--- config.mk ---
export PLATFORM = sky130hd
export DESIGN_NAME = uart_tx
export DESIGN_NICKNAME = d
export VERILOG_FILES = /design/src/rtl/uart_pkg.sv /design/src/rtl/uart_baud_tick.sv /design/src/rtl/uart_tx.sv
export SDC_FILE = /design/constraint.sdc
export NUM_CORES = 1
export LEC_CHECK = 0
export CORE_MARGIN = 2
export CORE_UTILIZATION = 50
export CTS_BUF_LIST = sky130_fd_sc_hd__clkbuf_8
export CTS_CLUSTER_DIAMETER = 150
export DETAILED_ROUTE_END_ITERATION = 10
export PLACE_DENSITY_LB_ADDON = 0.08
export SLEW_MARGIN = 20
export SYNTH_ARGS = -nofsm -noshare
export SYNTH_HDL_FRONTEND = slang
export SYNTH_SLANG_ARGS = --single-unit
--- constraint.sdc ---
create_clock -name clk -period 2.1 [get_ports clk]
set_clock_uncertainty 0.05 [all_clocks]
set_input_delay 0.42 -clock clk [delete_from_list [all_inputs] [get_ports clk]]
set_output_delay 0.42 -clock clk [all_outputs]
set_load 0.02 [all_outputs]
--- src/rtl/uart_pkg.sv ---
// Framing definitions shared by the UART transmit and receive paths.
package uart_pkg;

    typedef enum logic [2:0] {
        IDLE   = 3'd0,
        START  = 3'd1,
        DATA   = 3'd2,
        STOP   = 3'd3,
        PARITY = 3'd4
    } uart_state_e;

    localparam int   DATA_BITS   = 8;
    localparam logic STOP_LEVEL  = 1'b1;
    localparam logic START_LEVEL = 1'b0;

    // Even parity: the extra bit makes the total count of ones even.
    function automatic logic even_parity(input logic [DATA_BITS-1:0] d);
        return ^d;
    endfunction

endpackage

--- src/rtl/uart_baud_tick.sv ---
// Bit-period timer: pulses bit_tick on the last clock of every bit while enabled.
// A synchronous clear realigns the bit grid to the start of a new frame.
module uart_baud_tick #(
    parameter int CLKS_PER_BIT = 10
) (
    input  logic clk,
    input  logic rst,
    input  logic en,
    input  logic clear,
    output logic bit_tick
);

    localparam int               CNT_W = $clog2(CLKS_PER_BIT);
    localparam logic [CNT_W-1:0] LAST  = CNT_W'(CLKS_PER_BIT - 1);

    logic [CNT_W-1:0] cnt;

    always_ff @(posedge clk) begin
        if (rst || clear) begin
            cnt <= '0;
        end else if (en) begin
            cnt <= (cnt == LAST) ? '0 : cnt + 1'b1;
        end
    end

    assign bit_tick = en && (cnt == LAST);

endmodule

--- src/rtl/uart_tx.sv ---
// 8N1 UART transmitter with a valid/ready byte interface and registered line output.
// Define UART_TX_PARITY_EN to insert an even-parity bit between data and stop.
module uart_tx
    import uart_pkg::*;
#(
    parameter int CLKS_PER_BIT = 10
) (
    input  logic       clk,
    input  logic       rst,
    input  logic [7:0] tx_data,
    input  logic       tx_valid,
    output logic       tx_ready,
    output logic       uart_out,
    output logic       tx_busy,
    output logic       tx_done
);

    uart_state_e          state;
    logic [DATA_BITS-1:0] shift_reg;
    logic [2:0]           bit_idx;
    logic                 bit_tick;
    logic                 accept;
`ifdef UART_TX_PARITY_EN
    logic                 parity_bit;
`endif

    assign accept = tx_valid && tx_ready;

    uart_baud_tick #(
        .CLKS_PER_BIT(CLKS_PER_BIT)
    ) u_baud_tick (
        .clk      (clk),
        .rst      (rst),
        .en       (tx_busy),
        .clear    (accept),
        .bit_tick (bit_tick)
    );

    // NOTE: every register here uses non-blocking assignment so all of them
    // update from the same pre-edge values; blocking would create ordering races.
    always_ff @(posedge clk) begin
        if (rst) begin
            state     <= IDLE;
            // NOTE: these are plain flops, so resetting them is free; a RAM
            // array would not be reset this way.
            shift_reg <= '0;
            bit_idx   <= '0;
            uart_out  <= STOP_LEVEL;
            tx_ready  <= 1'b1;
            tx_busy   <= 1'b0;
            tx_done   <= 1'b0;
`ifdef UART_TX_PARITY_EN
            parity_bit <= 1'b0;
`endif
        end else begin
            tx_done <= 1'b0;
            case (state)
                IDLE: begin
                    if (accept) begin
                        shift_reg <= tx_data;
                        bit_idx   <= '0;
                        uart_out  <= START_LEVEL;
                        tx_ready  <= 1'b0;
                        tx_busy   <= 1'b1;
                        state     <= START;
`ifdef UART_TX_PARITY_EN
                        parity_bit <= even_parity(tx_data);
`endif
                    end
                end

                START: begin
                    if (bit_tick) begin
                        uart_out <= shift_reg[0];
                        state    <= DATA;
                    end
                end

                DATA: begin
                    if (bit_tick) begin
                        shift_reg <= shift_reg >> 1;
                        bit_idx   <= bit_idx + 3'd1;
                        if (bit_idx == 3'(DATA_BITS - 1)) begin
`ifdef UART_TX_PARITY_EN
                            uart_out <= parity_bit;
                            state    <= PARITY;
`else
                            uart_out <= STOP_LEVEL;
                            state    <= STOP;
`endif
                        end else begin
                            // Next bit is what will sit in bit 0 after this shift.
                            uart_out <= shift_reg[1];
                        end
                    end
                end

`ifdef UART_TX_PARITY_EN
                PARITY: begin
                    if (bit_tick) begin
                        uart_out <= STOP_LEVEL;
                        state    <= STOP;
                    end
                end
`endif

                STOP: begin
                    if (bit_tick) begin
                        tx_done  <= 1'b1;
                        tx_ready <= 1'b1;
                        tx_busy  <= 1'b0;
                        state    <= IDLE;
                    end
                end

                default: begin
                    uart_out <= STOP_LEVEL;
                    tx_ready <= 1'b1;
                    tx_busy  <= 1'b0;
                    state    <= IDLE;
                end
            endcase
        end
    end

endmodule
==> flow_metrics.env, run 1 <==
export IMPL_status="finished, final reports clean"
export IMPL_dp_final_hpwl_um=1862
export IMPL_maxSlewViolCount=0
export IMPL_drive_gt1_share_pct=11.49
export IMPL_vias=1001
export IMPL_area_growth_pct=18.23
export IMPL_fin_area_um2=1404
export IMPL_multi_input_area_um2=698.2
export IMPL_finalNonFillerCells=176
export IMPL_htree_levels=1
export IMPL_synth_edf_count=0
export IMPL_grt_first_pass_wirelength_um=4257
export IMPL_via_per_inst=5.688
export IMPL_crit_buf_inv=1
export IMPL_hp_class="flip-flop to flip-flop"
export IMPL_grt_start_max_net_pins=19
export IMPL_crit_required_ns=1.63
export IMPL_gp_congestion=0.8129
export IMPL_postRouteWirelength_um=2506
export IMPL_die_y_um=52.73
export IMPL_p_per_area_nw_per_um2=1309
export IMPL_largest_reg_flops=8
export IMPL_r2r_setup_slack_ns=0.26
export IMPL_rsz0062_at_grt="false"
export IMPL_yosysWarningCount=0
export IMPL_setup_slack_ns=0.2362
export IMPL_r2r_start="u_baud_tick.cnt[1]"
export IMPL_cts_root_buf="clkbuf_8"
export IMPL_row_count=17
export IMPL_crit_path_top_delay_cell="clkdlybuf4s50_1"
export IMPL_crit_chain="clkdlybuf4s50_1"
export IMPL_path_clk_slew_ns=0.08
export IMPL_hold_depth=1
export IMPL_layout_commonest_cell="dfxtp_1"
export IMPL_leakagePower_nw=0.5362
export IMPL_port_buffers=14
export IMPL_hold_buffers=0
export IMPL_grt_overflow_total=0
export IMPL_synth_nets=149
export IMPL_cts_sinks=21
export IMPL_start_util_pct=53.17
export IMPL_cap_violations=0
export IMPL_ir_worst_vdd_v=0.0008521
export IMPL_slowest_delay_ns=0.66
export IMPL_endpoint_kind="output port"
export IMPL_power_mw=1.838
export IMPL_clk_path_buf_depth=2
export IMPL_wl_per_cell_um=14.24
export IMPL_min_from="bit_idx[1]"
export IMPL_worst_pin_slew_ns=0.5585
export IMPL_drt_pass1_iter_count=4
export IMPL_ys_seq_area_share_pct=35.41
export IMPL_synth_main_ff_cell="dfxtp_1"
export IMPL_setup_viol=0
export IMPL_grt_pass1_vias=985
export IMPL_period_share_pct=88.75
export IMPL_layout_common_cells="21 x dfxtp_1, 14 x a21oi_1, 14 x clkdlybuf4s50_1, 9 x nand2_1, 9 x nor2_1"
export IMPL_hold_viol=0
export IMPL_crit_path_max_fanout=7
export IMPL_crit_type="flip-flop to output port"
export IMPL_postRouteAntennaNets=0
export IMPL_synthArstFlopShare_pct=0
export IMPL_drt_initial_drc_count=26
export IMPL_arrival_ns=1.39
export IMPL_fillers=188
export IMPL_synth_seq_cells=21
export IMPL_syn_inst=131
export IMPL_dieArea_um2=2780
export IMPL_drc=0
export IMPL_seqCellArea_um2=420.4
export IMPL_coreArea_um2=2233
export IMPL_postSynthAreaPerCell_um2=9.064
export IMPL_setup_tns_ns=0
export IMPL_diodes=0
export IMPL_place_area_um2=1358
export IMPL_startpoint_type="flip-flop"
export IMPL_slew_headroom_pct=62.45
export IMPL_pre_cts_slack_ns=0.1847
export IMPL_max_freq_mhz=536.5
export IMPL_die_w_um=52.73
export IMPL_synth_cell_area_um2=1187
export IMPL_final_nets=167
export IMPL_reg2reg_depth=4
export IMPL_cts_setup_buffers=0
export IMPL_clock_latency_ns=0.26
export IMPL_antenna_found_initial=0
export IMPL_hold_path_end="bit_idx[1]"
export IMPL_cts_resized=0
export IMPL_r2r_end="state[0]"
export IMPL_pin_count=15
export IMPL_fin_crit_ns=1.864
export IMPL_cts_buffers=3
export IMPL_cts_tree="done"
export IMPL_yosysUniqueCellTypes=40
export IMPL_track_usage_pct=21.22
export IMPL_place_inst=172
export IMPL_worst_path_dominant_cell_family="buffers and inverters"
## logic make-up (layout without fill, tap and decap cells)
kind of cell             Yosys count  count (layout)  synth area share, %
AND/OR/NAND/NOR                   41              41                18.44
AO/OA/AOI/OAI                     40              40                24.66
flip-flops                        21              21                35.41
buffers and inverters             12              29                5.795
multiplexers                       8               8                6.849
adder cells (fa/ha/maj)            7               7                7.376
XOR/XNOR                           2               2                1.476
## worst max path at each step
stage             start           end  depth (start not counted)
6_report        tx_busy       tx_busy                          1
5_1_grt        state[1]      state[1]                          6
4_1_cts         tx_busy       tx_busy                          1
3_5_place_dp   tx_valid      state[1]                          5
3_3_place_gp   tx_valid    bit_idx[0]                          4
2_1_floorplan  state[0]  shift_reg[0]                          8
## cell type report
type                       count  area share (%)
sequential                    21           29.95
clock inverter                 1          0.3565
timing repair buffer          20           13.19
clock buffer                   3           2.941
tap                           28           2.496
inverter                       5           1.337
multi-input combinational     98           49.73
## where the power goes
part           internal (mW)  switching (mW)  leakage, nW
registers              0.503          0.0881        0.172
clock network          0.132           0.140       0.0255
logic                  0.459           0.516        0.338
## stage by stage
stage / util (%) / hold slack [ns]
2_1_floorplan: - / 0.4035
3_5_place_dp: 60.78 / 0.4290
6_report: 62.86 / 0.4521
3_3_place_gp: 60.78 / 0.4263
4_1_cts: 62.86 / 0.4530
5_1_grt: 62.86 / 0.4747
## metal layers
layer  part of all wire [%]  up-vias  global-route usage (%)
met2                     48       17                   36.04
met5                      0        -                       0
met4                    2.0        0                   12.39
li1                       -      514                       -
met1                     48      466                   24.83
met3                    2.6        4                   3.429
## synthesized netlist by cell type (2+ instances only)
library cell / number / area share [%]
nand3_1: 6 / 2.5
buf_6: 3 / 2.8
or3_1: 2 / 1.1
ha_1: 7 / 7.4
dfxtp_1: 21 / 35
nor2b_1: 3 / 1.6
a311oi_1: 4 / 3.0
nor3b_1: 2 / 1.3
nor2_1: 9 / 2.8
nand2_1: 9 / 2.8
a311oi_2: 3 / 3.8
mux2i_1: 7 / 5.9
o21ai_0: 7 / 3.0
a21oi_1: 14 / 5.9
a22o_1: 2 / 1.5
clkbuf_1: 3 / 0.95
or2_1: 2 / 1.1
inv_1: 5 / 1.6
(Power assumes the default switching activity.)
==> run 2: changes to the inputs <==
==> constraint.sdc (replaced) <==
create_clock -name clk -period 2.1 [get_ports clk]
set_clock_uncertainty 0.05 [all_clocks]
set_input_delay 0.21 -clock clk [delete_from_list [all_inputs] [get_ports clk]]
set_output_delay 0.21 -clock clk [all_outputs]
set_load 0.02 [all_outputs]
==> flow_metrics.env, run 2 (synthesis gave the netlist of run 1 again) <==
export IMPL_row_count=17
export IMPL_worst_pin_slew_ns=0.5627
export IMPL_coreArea_um2=2233
export IMPL_cts_root_buf="clkbuf_8"
export IMPL_clk_path_buf_depth=2
export IMPL_place_area_um2=1343
export IMPL_antenna_found_initial=0
export IMPL_max_freq_mhz=522.6
export IMPL_seqCellArea_um2=420.4
export IMPL_postRouteAntennaNets=0
export IMPL_via_per_inst=5.833
export IMPL_leakagePower_nw=0.5277
export IMPL_hold_viol=0
export IMPL_drt_initial_drc_count=22
export IMPL_crit_required_ns=2.25
export IMPL_fillers=210
export IMPL_crit_chain="inv_1, ha_1, a21boi_1, or3_1, o32a_1, nand3_1"
export IMPL_cts_tree="done"
export IMPL_track_usage_pct=21.27
export IMPL_diodes=0
export IMPL_cts_sinks=21
export IMPL_cts_buffers=3
export IMPL_layout_commonest_cell="dfxtp_1"
export IMPL_die_w_um=52.73
export IMPL_pre_cts_slack_ns=0.1056
export IMPL_area_growth_pct=16.97
export IMPL_grt_overflow_total=0
export IMPL_slew_headroom_pct=62.41
export IMPL_slowest_delay_ns=0.41
export IMPL_die_y_um=52.73
export IMPL_port_buffers=14
export IMPL_hold_buffers=0
export IMPL_fin_area_um2=1389
export IMPL_hp_class="flip-flop to flip-flop"
export IMPL_drc=0
export IMPL_drive_gt1_share_pct=10.27
export IMPL_crit_buf_inv=1
export IMPL_setup_slack_ns=0.1865
export IMPL_arrival_ns=2.06
export IMPL_largest_reg_flops=8
export IMPL_grt_first_pass_wirelength_um=4360
export IMPL_fin_crit_ns=1.914
export IMPL_setup_viol=0
export IMPL_htree_levels=1
export IMPL_rsz0062_at_grt="false"
export IMPL_hold_ws_ns=0.4523
export IMPL_postRouteWirelength_um=2591
export IMPL_wl_per_cell_um=14.89
export IMPL_startpoint_type="flip-flop"
export IMPL_crit_type="flip-flop to flip-flop"
export IMPL_path_clk_slew_ns=0.08
export IMPL_fin_util_pct=62.18
export IMPL_pin_count=15
export IMPL_gp_congestion=0.8057
export IMPL_p_per_area_nw_per_um2=1297
export IMPL_final_nets=165
export IMPL_period_share_pct=91.12
export IMPL_multi_input_area_um2=698.2
export IMPL_dieArea_um2=2780
export IMPL_drt_pass1_iter_count=4
export IMPL_crit_path_top_delay_cell="dfxtp_1"
export IMPL_start_util_pct=53.17
export IMPL_ir_worst_vdd_v=0.0006275
export IMPL_status="finished, final reports clean"
export IMPL_vias=1015
export IMPL_clock_latency_ns=0.25
export IMPL_grt_pass1_vias=972
export IMPL_maxSlewViolCount=0
export IMPL_endpoint_kind="flip-flop"
export IMPL_cap_violations=0
export IMPL_cts_setup_buffers=0
export IMPL_crit_path_max_fanout=6
export IMPL_setup_tns_ns=0
export IMPL_layout_common_cells="21 x dfxtp_1, 14 x a21oi_1, 14 x clkdlybuf4s50_1, 9 x nand2_1, 9 x nor2_1"
export IMPL_worst_path_dominant_cell_family="compound AO/OA/AOI/OAI gates"
export IMPL_grt_start_max_net_pins=19
export IMPL_dp_final_hpwl_um=1883
[run 2: power breakdown]
group / switching, mW / total (mW) / internal, mW
clock network: 0.129 / 0.261 / 0.132
logic: 0.523 / 0.947 / 0.424
registers: 0.0903 / 0.593 / 0.503
[run 2: layer usage]
metal	share of wire [%]	routed length [um]	track usage (%)
met5	0	0	0
met4	0.62	16	7.265
met3	2.7	70	2.857
met2	49	1275	36.88
met1	47	1228	26.76
[run 2: path summary, 6_finish.rpt]
| check | from | slack, ns | to | cells after the start |
|---|---|---|---|---|
| max | state[0] | 0.19 | state[0] | 6 |
| min | bit_idx[1] | 0.45 | bit_idx[1] | 1 |
| min reg2reg | bit_idx[1] | 0.45 | bit_idx[1] | 1 |
| max reg2reg | state[0] | 0.19 | state[0] | 6 |
[run 2: final cells by class]
| cell class | count | area share (%) |
|---|---|---|
| Clock buffer | 3 | 2.973 |
| Clock inverter | 1 | 0.3604 |
| Inverter | 5 | 1.351 |
| Multi-Input combinational cell | 98 | 50.27 |
| Sequential cell | 21 | 30.27 |
| Tap cell | 28 | 2.523 |
| Timing Repair Buffer | 18 | 12.25 |
[run 2: per-stage QoR]
step,total power [mW],std cells
global placement,1.508,170
floorplan,1.332,131
finish,1.801,174
detailed placement,1.534,170
CTS,1.802,174
global route,1.934,174
[run 2: what timing repair did]
item	4_1_cts	5_1_grt
resized for setup	0	1
setup endpoints to repair	0	2
hold endpoints to repair	0	0
==> run 3: changes to the inputs <==
Settings changed: CORE_ASPECT_RATIO set to 1.5.
==> flow_metrics.env, run 3 (synthesis gave the netlist of run 1 again) <==
export IMPL_status="finished, final reports clean"
export IMPL_setup_viol=0
export IMPL_crit_path_max_fanout=10
export IMPL_ir_worst_vdd_v=0.0007889
export IMPL_sequentialPowerShare_pct=32.7
export IMPL_largest_reg_flops=8
export IMPL_cts_sinks=21
export IMPL_fin_crit_ns=1.918
export IMPL_coreArea_um2=2233
export IMPL_crit_path_top_delay_cell="dfxtp_1"
export IMPL_p_per_area_nw_per_um2=1302
export IMPL_vias=1026
export IMPL_postRouteWirelength_um=2459
export IMPL_layout_common_cells="21 x dfxtp_1, 14 x a21oi_1, 14 x clkdlybuf4s50_1, 9 x nand2_1, 9 x nor2_1"
export IMPL_slowest_delay_ns=0.35
export IMPL_pin_count=15
export IMPL_cts_buffers=3
export IMPL_track_usage_pct=20.26
export IMPL_clk_path_buf_depth=2
export IMPL_diodes=0
export IMPL_drc=0
export IMPL_area_growth_pct=17.07
export IMPL_dieArea_um2=2789
export IMPL_grt_overflow_total=0
export IMPL_slew_headroom_pct=64.30
export IMPL_via_per_inst=6.035
export IMPL_cts_tree="done"
export IMPL_endpoint_kind="flip-flop"
export IMPL_grt_start_max_net_pins=19
export IMPL_clkPwrFrac_pct=14.8
export IMPL_crit_required_ns=2.22
export IMPL_final_nets=166
export IMPL_cap_violations=0
export IMPL_crit_buf_inv=3
export IMPL_htree_levels=1
export IMPL_drive_gt1_share_pct=10.88
export IMPL_arrival_ns=2.04
export IMPL_layout_commonest_cell="dfxtp_1"
export IMPL_worst_path_dominant_cell_family="compound AO/OA/AOI/OAI gates"
export IMPL_cts_root_buf="clkbuf_8"
export IMPL_netSwitchingFraction_pct=41.06
export IMPL_row_count=21
export IMPL_period_share_pct=91.32
export IMPL_grt_pass1_vias=1041
export IMPL_drt_initial_drc_count=18
export IMPL_combPwrFrac_pct=52.5
export IMPL_crit_type="flip-flop to flip-flop"
export IMPL_leakagePower_nw=0.5321
export IMPL_switchingPower_mw=0.7429
export IMPL_max_freq_mhz=521.4
export IMPL_rsz0062_at_grt="false"
export IMPL_fin_util_pct=62.24
export IMPL_setup_tns_ns=0
export IMPL_grtUsageMet1_pct=23.01
export IMPL_clock_latency_ns=0.26
export IMPL_die_w_um=43.79
export IMPL_dp_final_hpwl_um=1817
export IMPL_worst_pin_slew_ns=0.5310
export IMPL_grt_first_pass_wirelength_um=4333
export IMPL_grt_busiest_layer="met2"
export IMPL_grt_util_met3_pct=2.579
export IMPL_path_clk_slew_ns=0.08
export IMPL_cts_resized=0
export IMPL_timing_critical_path_mode_cell="buf_4"
export IMPL_hp_class="flip-flop to flip-flop"
export IMPL_cts_setup_buffers=0
export IMPL_maxSlewViolCount=0
export IMPL_p_int_mw=1.066
export IMPL_crit_chain="inv_1, ha_1, buf_4, nand3_1, o22ai_4, buf_4, a21oi_1, a311oi_1"
export IMPL_startpoint_type="flip-flop"
export IMPL_wl_per_cell_um=14.46
export IMPL_hold_buffers=0
export IMPL_antenna_found_initial=0
export IMPL_met2_usage_pct=35.29
export IMPL_drt_pass1_iter_count=6
export IMPL_hold_viol=0
export IMPL_die_y_um=63.69
export IMPL_gp_congestion=0.8268
export IMPL_postRouteAntennaNets=0
export IMPL_port_buffers=14
export IMPL_start_util_pct=53.17
[run 3: worst paths after layout]
check,cells after the start,start,to,slack (ns)
hold reg to reg,1,bit_idx[2],bit_idx[2],0.45
setup reg to reg,8,state[0],shift_reg[6],0.18
setup / recovery,8,state[0],shift_reg[6],0.18
hold / removal,1,bit_idx[2],bit_idx[2],0.45
[run 3: worst register-to-register path: stages (launching register included)]
cell      delay, ns
dfxtp_1        0.35
inv_1          0.10
ha_1           0.18
buf_4          0.17
nand3_1        0.14
o22ai_4        0.29
buf_4          0.21
a21oi_1        0.07
a311oi_1       0.27
[run 3: per-layer routing]
metal	vias up	part of all wire [%]
li1	512	-
met5	-	0
met1	489	42
met4	0	2.2
met3	5	2.9
met2	20	52
[run 3: power groups by stage]
| stage | combinational (mW) | sequential [mW] | clock, mW |
|---|---|---|---|
| after floorplan | 0.726 | 0.606 | 0 |
| after global placement | 0.912 | 0.594 | 0 |
| after detailed placement | 0.936 | 0.598 | 0 |
| after CTS | 0.944 | 0.590 | 0.278 |
| after global routing | 1.05 | 0.608 | 0.294 |
| final | 0.950 | 0.591 | 0.268 |
[run 3: through the flow]
| stage | total power [mW] | std cells | hold slack (ns) | setup slack, ns | area [um^2] |
|---|---|---|---|---|---|
| global placement | 1.506 | 166 | 0.4196 | 0.3122 | 1344 |
| detailed placement | 1.534 | 166 | 0.4323 | 0.2337 | 1344 |
| finish | 1.809 | 170 | 0.4503 | 0.1822 | 1390 |
| floorplan | 1.332 | 131 | 0.2878 | 0.3981 | 1187 |
| CTS | 1.813 | 170 | 0.4562 | 0.1719 | 1390 |
| global route | 1.953 | 170 | 0.4764 | 0.01499 | 1390 |
[run 3: layout make-up]
cell class	instances	area (um^2)
Inverter	5	18.77
Sequential cell	21	420.4
Tap cell	23	28.78
Timing Repair Buffer	19	177.7
Multi-Input combinational cell	98	698.2
Fill cell	198	843.3
Clock buffer	3	41.29
Clock inverter	1	5.005
